--- src/rtl/akarin_lsu_pkg.sv ---
// Shared encodings for the load/store unit: RV32 funct3 size codes, error codes, FSM states.
package akarin_lsu_pkg;

   localparam logic [2:0] F3_LB  = 3'd0;
   localparam logic [2:0] F3_LH  = 3'd1;
   localparam logic [2:0] F3_LW  = 3'd2;
   localparam logic [2:0] F3_LBU = 3'd4;
   localparam logic [2:0] F3_LHU = 3'd5;
   localparam logic [2:0] F3_SB  = 3'd0;
   localparam logic [2:0] F3_SH  = 3'd1;
   localparam logic [2:0] F3_SW  = 3'd2;

   typedef enum logic [1:0] {
      ERR_OK       = 2'd0,
      ERR_MISALIGN = 2'd1,
      ERR_ILLEGAL  = 2'd2,
      ERR_TIMEOUT  = 2'd3
   } lsu_err_t;

   typedef enum logic [1:0] {
      ST_IDLE = 2'd0,
      ST_BUS  = 2'd1,
      ST_ERR  = 2'd2
   } lsu_state_t;

endpackage

--- src/rtl/memory_bus.sv ---
// Word-addressed memory bus with byte strobes and a ready handshake from the memory side.
interface memory_bus;
   logic [31:2] addr;
   logic [31:0] dataD;
   logic [31:0] dataQ;
   logic        read;
   logic        write;
   logic        ready;
   logic [3:0]  byteSel;

   modport master (output addr, dataD, read, write, byteSel, input dataQ, ready);
   modport slave  (input addr, dataD, read, write, byteSel, output dataQ, ready);
endinterface

--- src/rtl/lsu_align.sv ---
// Combinational size/alignment logic: byte strobes, store lane replication, load extraction/extension.
module lsu_align
   import akarin_lsu_pkg::*;
(
   input  logic        we,
   input  logic [2:0]  funct3,
   input  logic [1:0]  off,
   input  logic [31:0] wdata,
   input  logic [31:0] dataq,
   output logic [3:0]  byte_sel,
   output logic [31:0] data_d,
   output logic [31:0] rdata,
   output logic        misaligned,
   output logic        illegal
);

   logic [31:0] shifted;

   assign shifted = dataq >> {off, 3'b000};

   always_comb begin
      illegal = we ? (funct3 > F3_SW)
                   : (funct3 == 3'd3 || funct3 == 3'd6 || funct3 == 3'd7);
      // funct3[1:0] is the access size for both the signed and unsigned load codes
      misaligned = (funct3[1:0] == 2'd1 && off[0]) || (funct3[1:0] == 2'd2 && off != 2'd0);
      case (funct3[1:0])
         2'd0: begin
            byte_sel = 4'b0001 << off;
            data_d   = {4{wdata[7:0]}};
         end
         2'd1: begin
            byte_sel = 4'b0011 << off;
            data_d   = {2{wdata[15:0]}};
         end
         default: begin
            byte_sel = 4'b1111;
            data_d   = wdata;
         end
      endcase
      case (funct3)
         F3_LB:   rdata = {{24{shifted[7]}}, shifted[7:0]};
         F3_LH:   rdata = {{16{shifted[15]}}, shifted[15:0]};
         F3_LW:   rdata = shifted;
         F3_LBU:  rdata = {24'd0, shifted[7:0]};
         F3_LHU:  rdata = {16'd0, shifted[15:0]};
         default: rdata = 32'd0;
      endcase
   end

endmodule

--- src/rtl/mem_access_unit.sv ---
// RV32 load/store unit driving memory_bus; one request in flight, 2+ cycles accept-to-response.
// req_ready only in IDLE (including the response cycle); bus wait bounded by TIMEOUT (0 = unbounded).
module mem_access_unit
   import akarin_lsu_pkg::*;
#(
   parameter int unsigned TIMEOUT = 255
) (
   input  logic        clk,
   input  logic        rst_n,
   input  logic        req_valid,
   output logic        req_ready,
   input  logic        req_we,
   input  logic [2:0]  req_funct3,
   input  logic [31:0] req_addr,
   input  logic [31:0] req_wdata,
   output logic        resp_valid,
   output logic [31:0] resp_rdata,
   output logic [1:0]  resp_err,
   memory_bus.master   bus
);

   localparam int unsigned    CW       = (TIMEOUT > 1) ? $clog2(TIMEOUT) : 1;
   localparam logic [CW-1:0]  CNT_LAST = CW'((TIMEOUT > 0) ? TIMEOUT - 1 : 0);
   localparam bit             TO_EN    = (TIMEOUT != 0);

   lsu_state_t    state_q, state_d;
   lsu_err_t      err_q, err_d, resp_err_q, resp_err_d;
   logic [CW-1:0] cnt_q, cnt_d;
   logic          we_q, we_d;
   logic [2:0]    f3_q, f3_d;
   logic [1:0]    off_q, off_d;
   logic [31:2]   addr_q, addr_d;
   logic          read_q, read_d, write_q, write_d;
   logic [31:0]   data_d_q, data_d_d;
   logic [3:0]    byte_sel_q, byte_sel_d;
   logic          resp_valid_q, resp_valid_d;
   logic [31:0]   resp_rdata_q, resp_rdata_d;

   logic          al_we;
   logic [2:0]    al_f3;
   logic [1:0]    al_off;
   logic [3:0]    al_byte_sel;
   logic [31:0]   al_data_d, al_rdata;
   logic          al_misaligned, al_illegal;

   // One aligner: decodes the incoming request in IDLE, extracts load data from the held access in BUS
   assign al_we  = (state_q == ST_IDLE) ? req_we        : we_q;
   assign al_f3  = (state_q == ST_IDLE) ? req_funct3    : f3_q;
   assign al_off = (state_q == ST_IDLE) ? req_addr[1:0] : off_q;

   lsu_align u_align (
      .we         (al_we),
      .funct3     (al_f3),
      .off        (al_off),
      .wdata      (req_wdata),
      .dataq      (bus.dataQ),
      .byte_sel   (al_byte_sel),
      .data_d     (al_data_d),
      .rdata      (al_rdata),
      .misaligned (al_misaligned),
      .illegal    (al_illegal)
   );

   always_comb begin
      state_d      = state_q;
      err_d        = err_q;
      cnt_d        = cnt_q;
      we_d         = we_q;
      f3_d         = f3_q;
      off_d        = off_q;
      addr_d       = addr_q;
      read_d       = read_q;
      write_d      = write_q;
      data_d_d     = data_d_q;
      byte_sel_d   = byte_sel_q;
      resp_valid_d = 1'b0;
      resp_rdata_d = resp_rdata_q;
      resp_err_d   = resp_err_q;
      case (state_q)
         ST_IDLE: begin
            if (req_valid) begin
               we_d  = req_we;
               f3_d  = req_funct3;
               off_d = req_addr[1:0];
               cnt_d = '0;
               if (al_illegal) begin
                  state_d = ST_ERR;
                  err_d   = ERR_ILLEGAL;
               end else if (al_misaligned) begin
                  state_d = ST_ERR;
                  err_d   = ERR_MISALIGN;
               end else begin
                  state_d    = ST_BUS;
                  addr_d     = req_addr[31:2];
                  read_d     = !req_we;
                  write_d    = req_we;
                  data_d_d   = al_data_d;
                  byte_sel_d = al_byte_sel;
               end
            end
         end
         ST_BUS: begin
            if (bus.ready) begin
               state_d      = ST_IDLE;
               read_d       = 1'b0;
               write_d      = 1'b0;
               resp_valid_d = 1'b1;
               resp_err_d   = ERR_OK;
               resp_rdata_d = we_q ? 32'd0 : al_rdata;
            end else if (TO_EN && cnt_q == CNT_LAST) begin
               state_d      = ST_IDLE;
               read_d       = 1'b0;
               write_d      = 1'b0;
               resp_valid_d = 1'b1;
               resp_err_d   = ERR_TIMEOUT;
               resp_rdata_d = 32'd0;
            end else begin
               cnt_d = cnt_q + 1'b1;
            end
         end
         ST_ERR: begin
            state_d      = ST_IDLE;
            resp_valid_d = 1'b1;
            resp_err_d   = err_q;
            resp_rdata_d = 32'd0;
         end
         default: state_d = ST_IDLE;
      endcase
   end

   always_ff @(posedge clk or negedge rst_n) begin
      if (!rst_n) begin
         state_q      <= ST_IDLE;
         err_q        <= ERR_OK;
         cnt_q        <= '0;
         we_q         <= 1'b0;
         f3_q         <= 3'd0;
         off_q        <= 2'd0;
         addr_q       <= '0;
         read_q       <= 1'b0;
         write_q      <= 1'b0;
         data_d_q     <= 32'd0;
         byte_sel_q   <= 4'd0;
         resp_valid_q <= 1'b0;
         resp_rdata_q <= 32'd0;
         resp_err_q   <= ERR_OK;
      end else begin
         state_q      <= state_d;
         err_q        <= err_d;
         cnt_q        <= cnt_d;
         we_q         <= we_d;
         f3_q         <= f3_d;
         off_q        <= off_d;
         addr_q       <= addr_d;
         read_q       <= read_d;
         write_q      <= write_d;
         data_d_q     <= data_d_d;
         byte_sel_q   <= byte_sel_d;
         resp_valid_q <= resp_valid_d;
         resp_rdata_q <= resp_rdata_d;
         resp_err_q   <= resp_err_d;
      end
   end

   assign req_ready   = (state_q == ST_IDLE);
   assign resp_valid  = resp_valid_q;
   assign resp_rdata  = resp_rdata_q;
   assign resp_err    = resp_err_q;
   assign bus.addr    = addr_q;
   assign bus.dataD   = data_d_q;
   assign bus.read    = read_q;
   assign bus.write   = write_q;
   assign bus.byteSel = byte_sel_q;

endmodule

--- src/flat_wrapper.sv ---
// flat-port wrapper written by rule: the top's interface ports become plain ports
module mem_access_unit_flat import akarin_lsu_pkg::*;
#(
   parameter int unsigned TIMEOUT = 255
)
  (clk, rst_n, req_valid, req_ready, req_we, req_funct3, req_addr, req_wdata, resp_valid, resp_rdata, resp_err, bus_addr, bus_dataD, bus_read, bus_write, bus_byteSel, bus_dataQ, bus_ready);
  memory_bus bus_i ();
  input  logic clk;
  input  logic rst_n;
  input  logic req_valid;
  output logic req_ready;
  input  logic req_we;
  input  logic [2:0] req_funct3;
  input  logic [31:0] req_addr;
  input  logic [31:0] req_wdata;
  output logic resp_valid;
  output logic [31:0] resp_rdata;
  output logic [1:0] resp_err;
  output wire logic [$bits(bus_i.addr)-1:0] bus_addr;
  output wire logic [$bits(bus_i.dataD)-1:0] bus_dataD;
  output wire logic [$bits(bus_i.read)-1:0] bus_read;
  output wire logic [$bits(bus_i.write)-1:0] bus_write;
  output wire logic [$bits(bus_i.byteSel)-1:0] bus_byteSel;
  input wire logic [$bits(bus_i.dataQ)-1:0] bus_dataQ;
  input wire logic [$bits(bus_i.ready)-1:0] bus_ready;
  assign bus_addr = bus_i.addr;
  assign bus_dataD = bus_i.dataD;
  assign bus_read = bus_i.read;
  assign bus_write = bus_i.write;
  assign bus_byteSel = bus_i.byteSel;
  assign bus_i.dataQ = bus_dataQ;
  assign bus_i.ready = bus_ready;
  mem_access_unit #(.TIMEOUT(TIMEOUT)) u_core (.clk(clk), .rst_n(rst_n), .req_valid(req_valid), .req_ready(req_ready), .req_we(req_we), .req_funct3(req_funct3), .req_addr(req_addr), .req_wdata(req_wdata), .resp_valid(resp_valid), .resp_rdata(resp_rdata), .resp_err(resp_err), .bus(bus_i));
endmodule
--- config.mk ---
export PLATFORM = sky130hd
export DESIGN_NAME = mem_access_unit_flat
export DESIGN_NICKNAME = d
export VERILOG_FILES = /design/src/rtl/akarin_lsu_pkg.sv /design/src/rtl/memory_bus.sv /design/src/rtl/lsu_align.sv /design/src/rtl/mem_access_unit.sv /design/src/flat_wrapper.sv
export SDC_FILE = /design/constraint.sdc
export NUM_CORES = 1
export LEC_CHECK = 0
export BUFFER_PORTS_ARGS = -buffer_cell sky130_fd_sc_hd__buf_2
export CORE_ASPECT_RATIO = 1.4
export CORE_MARGIN = 2
export CORE_UTILIZATION = 45
export DETAILED_ROUTE_END_ITERATION = 7
export HOLD_SLACK_MARGIN = 0.05
export PLACE_DENSITY = 0.86
export SETUP_SLACK_MARGIN = 0.2
export SLEW_MARGIN = 0
export SYNTH_ARGS = -nofsm -noshare
export SYNTH_HDL_FRONTEND = slang
export SYNTH_SLANG_ARGS = --single-unit
--- constraint.sdc ---
create_clock -name clk -period 2.2 [get_ports clk]
set_input_delay 0.11 -clock clk [delete_from_list [all_inputs] [get_ports clk]]
set_output_delay 0.11 -clock clk [all_outputs]
set_load 0.03 [all_outputs]
==> summary.md, run 1 <==
| Metric | Value |
|---|---|
| Synth Cell Area | `between 6000 and 7000 sq um` |
| Inst Count DP | `930` |
| Largest area contributor in the netlist | `dfrtp_1` |
| Period utilisation layout | `98.2%` |
| Number of synthesized flops with an enable pin | `0` |
| Yosys cell types | `slightly below 60` |
| CTS clk-pin slew, worst paths | `60 ps` |
| Root Driver | `clkbuf_16` |
| Grt total ovfl | `0` |
| I/O pin cnt | `around 210` |
| Worst reg2reg startpoint | `u_core.state_q[1]$_DFFE_PN0P_` |
| Setup Viol. Count Final | `0` |
| Post-synth net total | `660` |
| Min-delay src | `bus_dataQ[5]` |
| DR vias | `6021` |
| Share of the synthesized area in the top cell type | `49.0%` |
| Met3 GRT Util | `6.17%` |
| Ranking of synthesized cells by area | `dfrtp_1, mux2_2, mux2i_1` |
| Worst Path Arrival | `2450 ps` |
| Status | `finished clean` |
| Total GRT Usage | `26.7%` |
| Pwr Total | `15.7 mW` |
| Vias in the first global route | `between 5000 and 6000` |
| WP data required | `2490 ps` |
| Max Fanout on Critical Path | `8` |
| Starting density of the core | `a little under half` |
| Clk sink count | `121` |
| Critical path launch point type | `register` |
| GR peak layer | `met2` |
| Row count | `50` |
| Total wire length | `21100 microns` |
| # DRC | `0` |
| RSZ-0062 raised after global routing | `true` |
| Hold Vio Cnt, Final | `0` |
| Critical path's most frequent cell | `buf_6` |
| Clock buffers created by TritonCTS | `17` |
| Routed Antenna Nets | `0` |
| Die Area | `14700 sq um` |
| Share of cells above drive strength 1 | `47.9%` |
| TNS Setup | `0 ps` |
| Drt pass-1 iters | `5` |
| Clk_skew | `~15 ps` |
| # H-tree levels | `4` |
| Synth Area per Inst | `~11 sq um` |
| CTS max path bufs | `2` |
| FF-to-FF path depth | `9` |
| CTS tree | `yes` |
| Slew margin rel. | `between 60 and 70%` |
| Synth Flop Type | `dfrtp_1` |
| CP startpoint | `u_core.state_q[1]$_DFFE_PN0P_` |
| Detailed placement HPWL | `roughly 12000 microns` |
| Area grow syn2layout | `49.5%` |
| Insertion delay to the later sink of the worst-skew pair | `between 400 and 500 ps` |
| Hold WS | `72.3 ps` |
| Die width | `a little over 100 microns` |
| R2R setup slack | `40 ps` |
| Worst setup EP type | `register` |
| Peak VDD IR | `about 0.0011 V` |
| Ys async rst share | `100%` |
| Critical path class | `register to register` |
| Sequential share of the synthesized area | `just under 50%` |
| Vias per Instance | `about 5.7` |
| Antenna violations before repair | `2` |
| Highest Clock Rate | `around 0.46 GHz` |
| DR WL/cell | `20.0 microns` |
| Critical Path Max Stage Delay | `roughly 400 ps` |
| Wire length of the first global-routing pass | `30200 microns` |
| Critical path capture point | `u_core.resp_rdata[27]$_DFFE_PN0P_` |
| Leakage power | `4.47 nW` |
| Reg-to-Reg End | `u_core.resp_rdata[27]$_DFFE_PN0P_` |
| Worst hold path type | `input pin to register` |
| Synth Instances | `551` |
| Pin count of the biggest net entering global routing | `74` |
| Die height | `143 microns` |
| Slew @ Worst Pin | `530 ps` |
| Cell area power density | `1700 nW/um^2` |
| Yosys warns | `0` |
| Commonest non-fill, non-tap cell in the layout | `buf_2` |
| Most frequent cells in the layout | `buf_2, dfrtp_1, dlygate4sd3_1, mux2_2, nor2_1` |
| Slowest cell on crit path | `dfrtp_1` |
| Core Area | `13400 sq um` |
| Core Util, Final | `69.0%` |
| Final RePlAce weighted congestion | `0.869` |
| GR Util met1 | `a little over 30%` |
| Port Buffers | `207` |
| Max-Cap Viols | `0` |
| Max-slew violations | `0` |
| Yosys reg bits | `121` |
| Crit path cell chain | `inv_2 -> ha_4 -> buf_6 -> mux2i_4 -> mux2i_2 -> o211ai_2 -> o31ai_4 -> buf_6 -> o21ai_2` |
| Final Non-Filler Cells | `1051` |
| Grt met2 use | `45.6%` |
| Min Tclk post-route | `2160 ps` |
| Nets | `around 960` |
| Iter 0 DRT Violations | `578` |
[cells in the mapped netlist, types with 5 or more instances]
library cell / n
mux2i_1: 35
nand2b_1: 9
mux2_4: 19
o21ai_2: 8
mux2_2: 52
ha_1: 5
nor2_1: 46
a31oi_1: 9
nand3_1: 5
o2bb2ai_1: 8
dfrtp_1: 121
clkbuf_1: 15
buf_6: 10
inv_1: 7
a32o_1: 7
xnor2_1: 6
nand2_1: 39
o21ai_0: 50
a21oi_1: 27
a22oi_1: 9
buf_2: 7
[where the power goes]
part	switching, mW	total [mW]	internal (mW)
clock network	0.970	2.71	1.74
logic	5.30	9.07	3.77
registers	0.684	3.92	3.24
[sequential cells by signal, summed over array words and instances, names as in the netlist, 2 cells and up]
register and count:
u_core.f3_q 3, u_core.cnt_q 8, u_core.state_q 2, u_core.bus.dataD 32
u_core.off_q 2, u_core.resp_rdata 32, u_core.bus.addr 30, u_core.bus.byteSel 4
u_core.resp_err 2, u_core.err_q 2
[worst max-delay path, delay by kind of cell, from the launching register on]
| kind | cells | cell delay (ps) |
|---|---|---|
| AO/OA/AOI/OAI | 3 | 340 |
| adder cells (fa/ha/maj) | 1 | 220 |
| buffers and inverters | 3 | 420 |
| flip-flops | 1 | 400 |
| multiplexers | 2 | 670 |
[per-layer routing]
metal / share of wire (%) / wire [microns]
met1: 35 / 7460
met2: 52 / 10900
met3: 7.5 / 1580
met4: 5.1 / 1080
met5: 0 / 0
[through the flow]
step / worst slack, ps / instance area, sq um
finish: 39.6 / 9240
global route: 5.69 / 9240
CTS: 170 / 8870
detailed placement: 0.277 / 7510
global placement: 55.7 / 7510
floorplan: 23.2 / 6230
[cells by family (layout without fill, tap and decap cells)]
family	count (synthesis)	count (layout)	share of synthesized area, %
XOR/XNOR	6	6	0.851
flip-flops	121	121	49.0
AO/OA/AOI/OAI	148	148	15.8
AND/OR/NAND/NOR	120	120	9.03
adder cells (fa/ha/maj)	5	5	1.01
other	0	2	0
multiplexers	107	109	20.1
buffers and inverters	44	358	4.21
[how the worst min path moves through the flow]
stage                                       endpoint  slack (ps)  cells past startpoint
global route         u_core.bus.dataD[8]$_DFFE_PN0P_          80                      3
detailed placement   u_core.bus.addr[24]$_DFFE_PN0P_         -60                      1
global placement     u_core.bus.addr[25]$_DFFE_PN0P_         -60                      1
finish              u_core.resp_rdata[5]$_DFFE_PN0P_          70                      4
floorplan            u_core.bus.addr[10]$_DFFE_PN0P_        -190                      0
CTS                 u_core.resp_rdata[6]$_DFFE_PN0P_          60                      4
[area by class of cell]
class	instances	area (sq um)
fill	943	4150
multi-input combinational	388	3150
sequential	121	3030
timing repair buffer	319	2230
clock buffer	23	478
tap	182	228
clock inverter	8	95.1
inverter	8	30.0
antenna	2	5.00
[repair_timing]
item / in CTS / in global routing
gates cloned: 2 / 4
setup endpoints to repair: 99 / 109
resized for setup: 18 / 58
setup buffers: 11 / 13
endpoints found under the hold margin: 178 / 0
hold buffers: 58 / 0
pin swaps: 4 / 13
Note: power is estimated with default switching activity, not from simulation.
==> run 2, diff against run 1 <==
- CORE_MARGIN: 2 -> not set
==> run 2 against run 1 <==
The run now ends with negative setup slack left. Die area shrank 3.3%. Core utilization is 0.24 points higher. Hold slack worse by 24 ps. Via count fell by 2.4%. Register-to-register slack worse by 140 ps. Count of clock-buffer cells in the layout is 5 lower. Setup slack worse by 140 ps. Fmax down 6.1%. First-iteration DRC count is 50% lower. Largest power group unchanged. Highest routed layer unchanged.
==> summary.md, run 2 (synthesis results as in run 1) <==
| Metric | Value |
|---|---|
| Clock buffers created by TritonCTS | `17 (unchanged)` |
| I/O pin cnt | `208 (unchanged)` |
| Highest Clock Rate | `0.435 GHz (-6.1%)` |
| Reg-to-Reg End | `u_core.bus.addr[14]$_DFFE_PN0P_` |
| DR vias | `5877 (-2.4%)` |
| Die height | `141 microns (-1.4%)` |
| Worst setup margin | `-101 ps (-141 ps)` |
| Worst hold path type | `input pin to register` |
| Peak VDD IR | `0.00115 V (+7.2%)` |
| WP depth | `10 (+1)` |
| Vias per Instance | `5.61 (-2.0%)` |
| Iter 0 DRT Violations | `291 (-50%)` |
| Critical path class | `register to register` |
| Grt total ovfl | `0 (unchanged)` |
| Total wire length | `20100 microns (-4.6%)` |
| Period utilisation layout | `105% (+6.4 points)` |
| # DRC | `0 (unchanged)` |
| Worst path bufs/invs | `4 (+1)` |
| Clk_skew | `8.28 ps (-6.48 ps)` |
| Vias in the first global route | `6010 (+1.1%)` |
| FF-to-FF path depth | `10 (+1)` |
| Critical path capture point | `u_core.bus.addr[14]$_DFFE_PN0P_` |
| WP data required | `2500 ps (about the same)` |
| # diodes | `0 (-2)` |
| Final RePlAce weighted congestion | `0.871 (+0.29%)` |
| Routed Antenna Nets | `0 (unchanged)` |
| RSZ-0062 raised after global routing | `true` |
| Most frequent cells in the layout | `buf_2, dfrtp_1, dlygate4sd3_1, mux2_2, nor2_1` |
| Status | `complete, but fails checks` |
| # H-tree levels | `4 (unchanged)` |
| Row count | `50 (unchanged)` |
| Leakage power | `4.50 nW (+0.61%)` |
| Antenna violations before repair | `0 (-2)` |
| CTS tree | `yes` |
| Clk sink count | `121 (unchanged)` |
| Commonest non-fill, non-tap cell in the layout | `buf_2` |
| Cell area power density | `1710 nW/um^2 (+0.35%)` |
| R2R setup slack | `-100 ps (-140 ps)` |
| Pin count of the biggest net entering global routing | `48 (-35%)` |
| Die Area | `14200 sq um (-3.3%)` |
| Share of cells above drive strength 1 | `48.8% (+0.92 points)` |
| Worst reg2reg startpoint | `u_core.state_q[1]$_DFFE_PN0P_` |
| Worst Path Arrival | `2600 ps (+150 ps)` |
| Filler instances | `931 (-1.3%)` |
| Max Fanout on Critical Path | `16 (+8)` |
| Hold Crit Depth | `3 (-1)` |
| Final Non-Filler Cells | `1047 (-0.38%)` |
| Critical path launch point type | `register` |
| Inst Count DP | `931 (+0.11%)` |
| Multi-input gate area | `3130 sq um (-0.48%)` |
| Area grow syn2layout | `50.0%` |
| Violated checks | `negative setup slack` |
| CTS clk-pin slew, worst paths | `60 ps (about the same)` |
| CTS max path bufs | `2 (unchanged)` |
| Total GRT Usage | `28.1% (+1.4 points)` |
| Worst setup EP type | `register` |
| Top Layer Used | `met4` |
| Core Area | `13400 sq um (unchanged)` |
| Wire length of the first global-routing pass | `30700 microns (+1.5%)` |
| Met3 WL | `1300 microns (-18%)` |
| Min Tclk post-route | `2300 ps (+141 ps)` |
| Slew margin rel. | `69.8% (+5.2 points)` |
| Root Driver | `clkbuf_16` |
| CP startpoint | `u_core.state_q[1]$_DFFE_PN0P_` |
| Hold Vio Cnt, Final | `0 (unchanged)` |
| Die width | `101 microns (-1.9%)` |
| Insertion delay to the later sink of the worst-skew pair | `420 ps (about the same)` |
| Detailed placement HPWL | `12300 microns (+0.46%)` |
| Crit path cell chain | `inv_2 -> ha_4 -> buf_6 -> a211oi_2 -> a31oi_1 -> buf_4 -> o22ai_4 -> nand3_4 -> buf_12 -> mux2_4` |
| Slew @ Worst Pin | `453 ps (-77.4 ps)` |
| TNS Setup | `-3840 ps (-3840 ps)` |
| Nets | `961 (-0.31%)` |
| DR WL/cell | `19.2 microns (-4.2%)` |
| Port Buffers | `207 (unchanged)` |
| Drt pass-1 iters | `5 (unchanged)` |
| Metal1 wirelength | `7290 microns (-2.3%)` |
| Metal2 WL | `10500 microns (-4.4%)` |
| Starting density of the core | `46.1% (unchanged)` |
| Max-Cap Viols | `0 (unchanged)` |
| Top Family by Delay on Critical Path | `buffers and inverters` |
| Max-slew violations | `0 (unchanged)` |
| Setup Viol. Count Final | `64 (+64)` |
| Critical Path Max Stage Delay | `410 ps (about the same)` |
| Slowest cell on crit path | `dfrtp_1` |
| Seq. cell area | `3030 sq um (unchanged)` |
[run 2: power by group]
group,leakage (nW),switching [mW],internal [mW]
clock,0.297,1.07,1.82
sequential,1.51,0.679,3.24
combinational,2.69,5.25,3.77
[run 2: worst min-delay path by stage]
stage             startpoint                          endpoint  slack, ps
2_1_floorplan          rst_n   u_core.bus.addr[10]$_DFFE_PN0P_       -190
3_3_place_gp           rst_n   u_core.bus.addr[12]$_DFFE_PN0P_         90
3_5_place_dp           rst_n   u_core.bus.addr[16]$_DFFE_PN0P_        100
4_1_cts        req_wdata[15]  u_core.bus.dataD[15]$_DFFE_PN0P_         60
5_1_grt        req_wdata[23]  u_core.bus.dataD[23]$_DFFE_PN0P_         70
6_report       req_wdata[23]  u_core.bus.dataD[23]$_DFFE_PN0P_         50
[run 2: per-stage QoR]
step	hold WS (ps)	power [mW]	worst slack (ps)	instance area, sq um	utilization, %
2_1_floorplan	-186	9.34	23.2	6230	-
3_3_place_gp	88.9	11.3	66.7	7570	56.6
3_5_place_dp	95.0	11.5	-28.3	7570	56.6
4_1_cts	58.3	15.1	109	9020	67.4
5_1_grt	65.3	16.5	-134	9270	69.2
6_report	48.7	15.8	-101	9270	69.2
[run 2: per-layer routing]
metal / vias up / track usage, %
met5: - / 0
met4: 0 / 16.8
met3: 88 / 6.54
met2: 270 / 47.9
met1: 2901 / 31.6
li1: 2618 / -
[run 2: final cells by class]
| class | count | area share, % |
|---|---|---|
| flip-flops and latches | 121 | 32.7 |
| clock buffers | 18 | 4.74 |
| multi-input cells | 386 | 33.8 |
| inverters | 8 | 0.324 |
| well taps | 182 | 2.46 |
| clock inverters | 14 | 1.86 |
| repair buffers | 318 | 24.2 |
[run 2: repair_timing]
action	4_1_cts	5_1_grt
resized for setup	31	40
setup buffers	17	7
endpoints found under the hold margin	86	0
gates cloned	1	3
setup endpoints to repair	100	100
pin swaps	2	13
hold buffers	56	0
[run 2: tightest hold or removal path, stage by stage]
cell and delay (ps):
buf_2 80, mux2i_1 70, o21ai_1 150
